### src/rtl/instruction_fetch_if.sv
// Fetch-stage bus: ROM port, redirect input, and the IF/ID hand-off to decode.
interface instruction_fetch_if #(
  parameter int ADDR_W = 5
);
  logic [ADDR_W-1:0] rom_addr;
  logic [31:0]       rom_instr;
  logic              redirect_valid;
  logic [31:0]       redirect_pc;
  logic              id_ready;
  logic              if_valid;
  logic [31:0]       if_instr;
  logic [31:0]       if_pc;
  logic              halted;

  modport master (
    output rom_addr, if_valid, if_instr, if_pc, halted,
    input  rom_instr, redirect_valid, redirect_pc, id_ready
  );

  modport slave (
    input  rom_addr, if_valid, if_instr, if_pc, halted,
    output rom_instr, redirect_valid, redirect_pc, id_ready
  );
endinterface

### src/rtl/instruction_fetch.sv
// Instruction fetch stage: PC register, combinational ROM lookup, IF/ID register
// with decode back-pressure, redirect flush and halt detection.
module instruction_fetch #(
  parameter int          ADDR_W     = 5,
  parameter logic [31:0] RESET_PC   = 32'h0000_0000,
  parameter logic [31:0] NOP_INSTR  = 32'h0000_0013,
  parameter logic [31:0] HALT_INSTR = 32'hFFFF_FFFF
) (
  input logic              clk,
  input logic              rst_n,
  instruction_fetch_if.master fif
);

  typedef enum logic {S_RUN, S_HALT} state_t;

  state_t      state_q, state_d;
  logic [31:0] pc_p0;
  logic        vld_p1;
  logic [31:0] instr_p1;
  logic [31:0] pc_p1;

  logic        adv;
  logic        is_halt;
  logic        drain;
  logic [31:0] redirect_aligned;

  assign fif.rom_addr = pc_p0[ADDR_W+1:2];
  assign fif.if_valid = vld_p1;
  assign fif.if_instr = instr_p1;
  assign fif.if_pc    = pc_p1;
  assign fif.halted   = (state_q == S_HALT);

  assign redirect_aligned = fif.redirect_pc & ~32'd3;

  always_comb begin
    state_d = state_q;
    adv     = (state_q == S_RUN) && (!vld_p1 || fif.id_ready);
    is_halt = (fif.rom_instr == HALT_INSTR);
    // Decode consumed the last instruction while fetch is frozen by a halt.
    drain   = !adv && vld_p1 && fif.id_ready;
    if (fif.redirect_valid) begin
      state_d = S_RUN;
    end else if (adv && is_halt) begin
      state_d = S_HALT;
    end
  end

  always_ff @(posedge clk or negedge rst_n) begin
    if (!rst_n) begin
      state_q <= S_RUN;
    end else begin
      state_q <= state_d;
    end
  end

  // Stage p0 -> p1: PC advance and IF/ID capture
  always_ff @(posedge clk or negedge rst_n) begin
    if (!rst_n) begin
      pc_p0    <= RESET_PC;
      vld_p1   <= 1'b0;
      instr_p1 <= NOP_INSTR;
      pc_p1    <= 32'h0;
    end else if (fif.redirect_valid) begin
      pc_p0    <= redirect_aligned;
      vld_p1   <= 1'b0;
      instr_p1 <= NOP_INSTR;
    end else if (adv) begin
      instr_p1 <= fif.rom_instr;
      pc_p1    <= pc_p0;
      vld_p1   <= 1'b1;
      if (!is_halt) begin
        pc_p0 <= pc_p0 + 32'd4;
      end
    end else if (drain) begin
      vld_p1   <= 1'b0;
      instr_p1 <= NOP_INSTR;
    end
  end

endmodule

### src/flat_wrapper.sv
// flat-port wrapper written by rule: the top's interface ports become plain ports
module instruction_fetch_flat 
#(
  parameter int          ADDR_W     = 5,
  parameter logic [31:0] RESET_PC   = 32'h0000_0000,
  parameter logic [31:0] NOP_INSTR  = 32'h0000_0013,
  parameter logic [31:0] HALT_INSTR = 32'hFFFF_FFFF
)
  (clk, rst_n, fif_rom_addr, fif_if_valid, fif_if_instr, fif_if_pc, fif_halted, fif_rom_instr, fif_redirect_valid, fif_redirect_pc, fif_id_ready);
  instruction_fetch_if #(.ADDR_W(ADDR_W)) fif_i ();
  input logic clk;
  input logic rst_n;
  output wire logic [$bits(fif_i.rom_addr)-1:0] fif_rom_addr;
  output wire logic [$bits(fif_i.if_valid)-1:0] fif_if_valid;
  output wire logic [$bits(fif_i.if_instr)-1:0] fif_if_instr;
  output wire logic [$bits(fif_i.if_pc)-1:0] fif_if_pc;
  output wire logic [$bits(fif_i.halted)-1:0] fif_halted;
  input wire logic [$bits(fif_i.rom_instr)-1:0] fif_rom_instr;
  input wire logic [$bits(fif_i.redirect_valid)-1:0] fif_redirect_valid;
  input wire logic [$bits(fif_i.redirect_pc)-1:0] fif_redirect_pc;
  input wire logic [$bits(fif_i.id_ready)-1:0] fif_id_ready;
  assign fif_rom_addr = fif_i.rom_addr;
  assign fif_if_valid = fif_i.if_valid;
  assign fif_if_instr = fif_i.if_instr;
  assign fif_if_pc = fif_i.if_pc;
  assign fif_halted = fif_i.halted;
  assign fif_i.rom_instr = fif_rom_instr;
  assign fif_i.redirect_valid = fif_redirect_valid;
  assign fif_i.redirect_pc = fif_redirect_pc;
  assign fif_i.id_ready = fif_id_ready;
  instruction_fetch #(.ADDR_W(ADDR_W), .RESET_PC(RESET_PC), .NOP_INSTR(NOP_INSTR), .HALT_INSTR(HALT_INSTR)) u_core (.clk(clk), .rst_n(rst_n), .fif(fif_i));
endmodule
### config.mk
export PLATFORM = sky130hd
export DESIGN_NAME = instruction_fetch_flat
export DESIGN_NICKNAME = d
export VERILOG_FILES = /design/src/rtl/instruction_fetch_if.sv /design/src/rtl/instruction_fetch.sv /design/src/flat_wrapper.sv
export SDC_FILE = /design/constraint.sdc
export NUM_CORES = 1
export LEC_CHECK = 0
export ABC_AREA = 1
export BUFFER_PORTS_ARGS = -buffer_cell sky130_fd_sc_hd__buf_4
export CAP_MARGIN = 0
export CORE_ASPECT_RATIO = 2
export CORE_UTILIZATION = 34
export DETAILED_ROUTE_END_ITERATION = 12
export HOLD_SLACK_MARGIN = 0.1
export PLACE_DENSITY = 0.62
export SETUP_SLACK_MARGIN = 0.5
export SKIP_CTS_REPAIR_TIMING = 1
export SYNTH_ARGS = -nofsm -noshare
export SYNTH_HDL_FRONTEND = slang
export SYNTH_SLANG_ARGS = --single-unit
### constraint.sdc
create_clock -name clk -period 2.15 [get_ports clk]
set_input_delay 0.1075 -clock clk [delete_from_list [all_inputs] [get_ports clk]]
set_output_delay 0.1075 -clock clk [all_outputs]
set_load 0.03 [all_outputs]
==> results of run 1 <==
-- layout make-up --
cell class                 instances  area share (%)
clock buffer                      10            3.36
clock inverter                     6            1.30
inverter                          44            2.32
multi-input combinational        485            33.6
sequential                        94            33.1
tap                              192            3.37
timing repair buffer             197            23.0
-- cell usage in the layout (no fill, tap or decap), drive strengths merged, types with 2 or more instances in the layout --
| master | count |
|---|---|
| or2 | 7 |
| a22o | 29 |
| nand2 | 245 |
| clkinvlp | 2 |
| bufinv | 2 |
| dfrtp | 91 |
| dlygate4sd3 | 51 |
| clkbuf | 10 |
| xor2 | 3 |
| conb | 2 |
| a21oi | 3 |
| o22a | 3 |
| inv | 45 |
| nor2 | 89 |
| nand3 | 51 |
| o21ai | 45 |
| buf | 146 |
| dfstp | 3 |
| nand4 | 4 |
-- sequential cells by signal, summed over array words and instances (netlist names) --
signal               cells
u_core.fif.if_instr     32
u_core.fif.if_pc        30
u_core.pc_p0            30
u_core.fif.halted        1
u_core.fif.if_valid      1
-- kinds of logic (layout without fill, tap and decap cells) --
| logic type | count (synthesis) | after routing | share of synthesized area (%) |
|---|---|---|---|
| compound gates | 81 | 81 | 11.5 |
| xor+xnor | 3 | 3 | 0.529 |
| simple gates | 398 | 398 | 33.5 |
| flops | 94 | 94 | 47.4 |
| other cells | 1 | 2 | 0.0755 |
| fa+ha+maj | 1 | 1 | 0.252 |
| buf+inv | 73 | 257 | 6.80 |
-- power by group --
group / switching, mW / internal [mW]
sequential: 0.190 / 1.99
clock: 0.718 / 1.06
combinational: 0.856 / 0.561
total: 1.76 / 3.61
-- stage by stage --
stage	cell area, µm²	power (mW)	hold slack [ns]
final	7120	5.37	0.0629
after detailed placement	6130	3.53	0.0455
after CTS	6460	5.33	-0.335
after floorplan	4970	2.98	-0.188
after global placement	6130	3.52	0.0485
after global routing	7120	5.64	0.105
-- routing by layer --
layer / routed length [µm] / vias up
met3: 579 / 27
met5: 0 / -
met4: 522 / 0
li1: - / 2430
met1: 5560 / 2234
met2: 8180 / 124
-- path summary, 6_finish.rpt --
check	to	depth (start not counted)	startpoint	slack [ns]
max reg2reg	u_core.pc_p0[10]	8	u_core.pc_p0[3]	0.54
min	u_core.pc_p0[18]	5	fif_redirect_pc[18]	0.06
min in group asynchronous	u_core.fif.if_pc[10]	2	rst_n	0.22
max in group asynchronous	u_core.fif.if_instr[4]	3	rst_n	1.20
max	u_core.pc_p0[10]	8	u_core.pc_p0[3]	0.54
min reg2reg	u_core.fif.if_pc[4]	2	u_core.fif.if_pc[4]	0.48
-- worst min-delay path: cells and delay by family --
kind	cells	cell delay, ns
AND/OR/NAND/NOR	4	0.19
buffers and inverters	1	0.08
-- synthesized netlist by cell type (all sizes together) --
master / count / share of area (%)
clkbuf: 6 / 0.45
inv: 44 / 3.3
nand2: 245 / 19
a22o: 29 / 5.1
nand3: 51 / 5.5
or2: 7 / 0.88
conb: 1 / 0.075
dfstp: 3 / 1.6
o21ai: 45 / 5.3
ha: 1 / 0.25
dfrtp: 91 / 46
xor2: 3 / 0.53
nor3: 1 / 0.10
o211ai: 1 / 0.15
buf: 23 / 3.0
a21oi: 3 / 0.38
and2: 1 / 0.13
nand4: 4 / 0.50
o22a: 3 / 0.53
nor2: 89 / 7.4
==> metrics.md, run 1 <==
| Metric | Value |
|---|---|
| Synth Instances | `651` |
| Initial core utilization | `a little over a third` |
| Met2 usage | `a little over a third` |
| Register bit total from synthesis | `94` |
| Die width | `87.5 µm` |
| Pre-CTS setup slack | `roughly 0.31 ns` |
| Share of cells above drive strength 1 | `27.2%` |
| DR iter-0 viols | `roughly 190` |
| Final Hold Fails | `0` |
| Max capacitance violation total | `0` |
| Global routing's busiest layer | `met2` |
| Cell family with most CP delay | `simple AND/OR/NAND/NOR gates` |
| Hold crit path type | `input port to register` |
| Fin cells | `about 1.0k` |
| Core area | `0.0143 mm²` |
| Ant diodes | `0` |
| 1st-pass router iterations | `4` |
| DP HPWL | `approximately 11000 µm` |
| Distinct cells, synth | `32` |
| F_max | `623 MHz` |
| Status | `finished clean` |
| Clk sinks | `94` |
| Arrival time worst endpoint | `1.83 ns` |
| Via count | `4815` |
| CP Cell Sequence | `ha_2, nand2_2, nor2_4, nand2_4, inv_1, nor2_1, o21ai_0, nand3_1` |
| Fin crit share | `74.7%` |
| Final setup viols | `0` |
| Total grt overflow | `0` |
| P_leak | `roughly 3.5 nW` |
| Unrepaired setup endpoints after global routing | `yes` |
| CTS tree | `built` |
| Crit path required time | `approximately 2.4 ns` |
| Synth warn | `0` |
| Largest net degree at the start of global routing | `70` |
| Vias in the first global route | `~4.7k` |
| Bufs on Longest Clock Path | `2` |
| # port buffers | `134` |
| Boundary Pins | `139` |
| Root buf cell | `clkbuf_16` |
| Initial antenna violation count | `0` |
| Cts bufs inserted | `9` |
| # nets final | `900` |
| Area grow syn2layout | `43.4%` |
| Worst-case vdd ir drop | `0.422 mV` |
| Wire length per cell | `between 10 and 15 µm` |
| DRC | `0` |
| Worst setup SP type | `register` |
| Setup TNS | `0 ns` |
| Grt met3 use | `under 10%` |
| Path type of the worst setup path | `register to register` |
| Crit Path Max Fanout | `7` |
| Filler instances | `1478` |
| Routability cong. | `0.909` |
| Critical path capture point type | `register` |
| Worst path max stage delay | `~0.42 ns` |
| Die area | `0.0151 mm²` |
| Final WL | `14800 µm` |
| Die Y | `173 µm` |
| Dpl cells | `between 900 and 1k` |
| First-pass GRT wire length | `roughly 23000 µm` |
| Critical-path top delay cell | `dfrtp_1` |
| Via density | `4.68` |
| Clock-pin slew on the worst setup and hold paths | `0.07 ns` |
| Area of the multi-input gates | `0.00239 mm²` |
| Clk_lat worst skew | `0.35 ns` |
| Fin. max-slew vios | `0` |
| Tot GR Track Use | `roughly a fifth` |
| Seq/Total Area, Yosys | `47.4%` |
| FF/Latch Area | `0.00236 mm²` |
| Core Rows | `62` |
| Met1 Track Usage GR | `20.7%` |
| CTS H-tree depth | `3` |
| Setup ws final | `0.544 ns` |
| PwrDens | `754 mW/mm²` |
| Slew @ Worst Pin | `0.539 ns` |
| WP buf/inv | `1` |
| Final min period | `approximately 1.6 ns` |
| Post-route ant nets | `0` |
| Avg Cell Area, Syn | `7.63 µm²` |
| Final core occ | `49.9%` |
| Max-slew headroom | `64.0%` |
| Clock skew | `around 0.0063 ns` |
| Mapped cell area | `0.00497 mm²` |
Power figures use the tool's default switching activity.
==> run 2: changes to the inputs <==
ABC_AREA = 0   (was 1)
PLACE_DENSITY = 0.63   (was 0.62)
clock period = 1.5 ns   (was 2.15 ns; I/O delays follow)
==> metrics.md, run 2 <==
| Metric | Value |
|---|---|
| Post-synth top area cell | `dfrtp_1` |
| Routability cong. | `0.793` |
| Max capacitance violation total | `0` |
| Die width | `83.0 µm` |
| Final WL | `15400 µm` |
| Final min period | `1.95 ns` |
| Arrival time worst endpoint | `between 2 and 2.5 ns` |
| Mapped cell area | `around 0.0045 mm²` |
| DR iter-0 viols | `273` |
| Area post-placement | `0.00622 mm²` |
| Final Hold Fails | `0` |
| PwrDens | `968 mW/mm²` |
| Commonest non-fill, non-tap cell in the layout | `buf_4` |
| Bufs on Longest Clock Path | `2` |
| Synth warn | `0` |
| Final setup viols | `26` |
| Root buf cell | `clkbuf_16` |
| Critical Path Start | `u_core.pc_p0[13]` |
| Count leader, synth | `nand2_1` |
| Hold Crit Start | `fif_id_ready` |
| Distinct cells, synth | `between 50 and 60` |
| Total grt overflow | `0` |
| Avg Cell Area, Syn | `9.99 µm²` |
| CTS H-tree depth | `3` |
| P_leak | `3.73 nW` |
| Die Y | `between 150 and 200 µm` |
| Commonest register cell after synthesis | `dfrtp_1` |
| Clock skew | `0.0129 ns` |
| Post-route ant nets | `0` |
| # nets final | `799` |
| Area grow syn2layout | `78.8%` |
| Critical path capture point type | `register` |
| Via count | `roughly 4.5k` |
| Boundary Pins | `between 100 and 150` |
| Unrepaired setup endpoints after global routing | `yes` |
| Vias in the first global route | `4266` |
| Most frequent cells in the layout | `176 x buf_4, 107 x nand2_1, 89 x dfrtp_1` |
| Max reg flops | `32` |
| Yosys top cell area share | `51.0%` |
| Worst setup SP type | `register` |
| Worst-case vdd ir drop | `0.686 mV` |
| Fin. max-slew vios | `0` |
| Post-synth top cells | `113 x nand2_1, 91 x dfrtp_1, 29 x a22o_1` |
| Status | `finished, violations left` |
| Synth top area cells | `dfrtp_1 51%, nand2_1 9.5%, a22o_1 5.7%, xnor2_1 2.6%, o21ai_0 2.5%` |
| CTS tree | `built` |
| Path type of the worst setup path | `register to register` |
| Clock-pin slew on the worst setup and hold paths | `0.08 ns` |
| Dpl cells | `between 700 and 800` |
| Cts bufs inserted | `9` |
| Clk sinks | `94` |
| Fin crit share | `130%` |
| Fin cells | `885` |
| Clk_lat worst skew | `0.35 ns` |
| Crit path required time | `approximately 1.7 ns` |
| Fin Hold WS | `0.134 ns` |
| First-pass GRT wire length | `21500 µm` |
| Ant diodes | `0` |
| Async set-reset flop share out of synthesis | `100%` |
| DP HPWL | `about 10000 µm` |
| Worst r2r src | `u_core.pc_p0[13]` |
| Failing checks | `setup timing` |
| Share of cells above drive strength 1 | `43.1%` |
| Via density | `5.12` |
| Die area | `0.0136 mm²` |
| Synth Instances | `447` |
| DRC | `0` |
| Initial core utilization | `a little over a third` |
| 1st-pass router iterations | `5` |
| Final core occ | `a little over three fifths` |
| Setup TNS | `-8.42 ns` |
| F_max | `513 MHz` |
| Wire length per cell | `17.4 µm` |
| Crit Path Max Fanout | `7` |
| Seq/Total Area, Yosys | `52.8%` |
| Tot GR Track Use | `20.2%` |
| EDFF count, synth | `0` |
| Core Rows | `58` |
| Setup ws final | `-0.449 ns` |
| Initial antenna violation count | `0` |
| Core area | `0.0127 mm²` |
| Largest net degree at the start of global routing | `63` |
| Hold crit path type | `input port to register` |
| Register bit total from synthesis | `94` |
| Final instance area | `approximately 0.0080 mm²` |
| # port buffers | `134` |
[run 2: cell types whose count changed after synthesis, moves of 13 or more]
cell      change
nand2_1     -128
clkbuf_1     +15
nand3_1      -35
xnor2_1      +13
inv_1        -32
nor2_1       -68
o21ai_0      -13
[run 2: worst paths after layout]
| kind | end | slack [ns] | cells after the start |
|---|---|---|---|
| hold / removal | u_core.fif.if_valid | 0.13 | 4 |
| setup / recovery | u_core.pc_p0[23] | -0.45 | 6 |
| setup reg to reg | u_core.pc_p0[23] | -0.45 | 6 |
| max in group asynchronous | u_core.fif.halted | 0.83 | 3 |
| min in group asynchronous | u_core.fif.if_instr[17] | 0.24 | 3 |
| hold reg to reg | u_core.fif.if_pc[21] | 0.48 | 2 |
[run 2: logic make-up (layout without fill, tap and decap cells)]
| family | count (synthesis) | in the layout | synth area share (%) |
|---|---|---|---|
| buf+inv | 45 | 332 | 4.82 |
| xor+xnor | 14 | 14 | 2.75 |
| flops | 94 | 94 | 52.8 |
| mux | 10 | 10 | 2.38 |
| compound gates | 93 | 93 | 17.3 |
| other cells | 1 | 2 | 0.0840 |
| simple gates | 189 | 189 | 19.6 |
| fa+ha+maj | 1 | 1 | 0.280 |
[run 2: through the flow]
stage / total power, mW / setup WS [ns]
floorplan: 3.93 / -0.469
global placement: 4.71 / -0.463
detailed placement: 4.75 / -0.521
CTS: 7.29 / -0.516
global route: 8.04 / -0.522
finish: 7.73 / -0.449
[run 2: final cells by class]
| type | count | area, µm² |
|---|---|---|
| multi-input cells | 309 | 2220 |
| inverters | 9 | 33.8 |
| clock inverters | 7 | 105 |
| fillers | 975 | 4720 |
| well taps | 150 | 188 |
| repair buffers | 307 | 2850 |
| clock buffers | 9 | 225 |
| flip-flops and latches | 94 | 2360 |
[run 2: metal layers]
| layer | share of wire [%] | up-vias | track usage, % |
|---|---|---|---|
| met3 | 3.7 | 29 | 3.77 |
| met1 | 37 | 2225 | 21.1 |
| li1 | - | 2129 | - |
| met2 | 57 | 147 | 39.5 |
| met4 | 2.8 | 0 | 7.29 |
| met5 | 0 | - | 0 |
[run 2: power by group]
group          switching, mW  total [mW]  internal, mW  leakage [nW]
logic                   1.12        2.20          1.07          2.42
clock network           1.06        2.55          1.49         0.159
registers              0.189        2.99          2.80          1.15
total                   2.37        7.73          5.36          3.73
[run 2: worst max-delay path, cell delays in order (launching register included)]
cell	delay, ns
dfrtp_1	0.39
nand4_1	0.10
or4_4	0.58
buf_4	0.18
a2111oi_4	0.21
nor3b_1	0.10
a221o_1	0.28
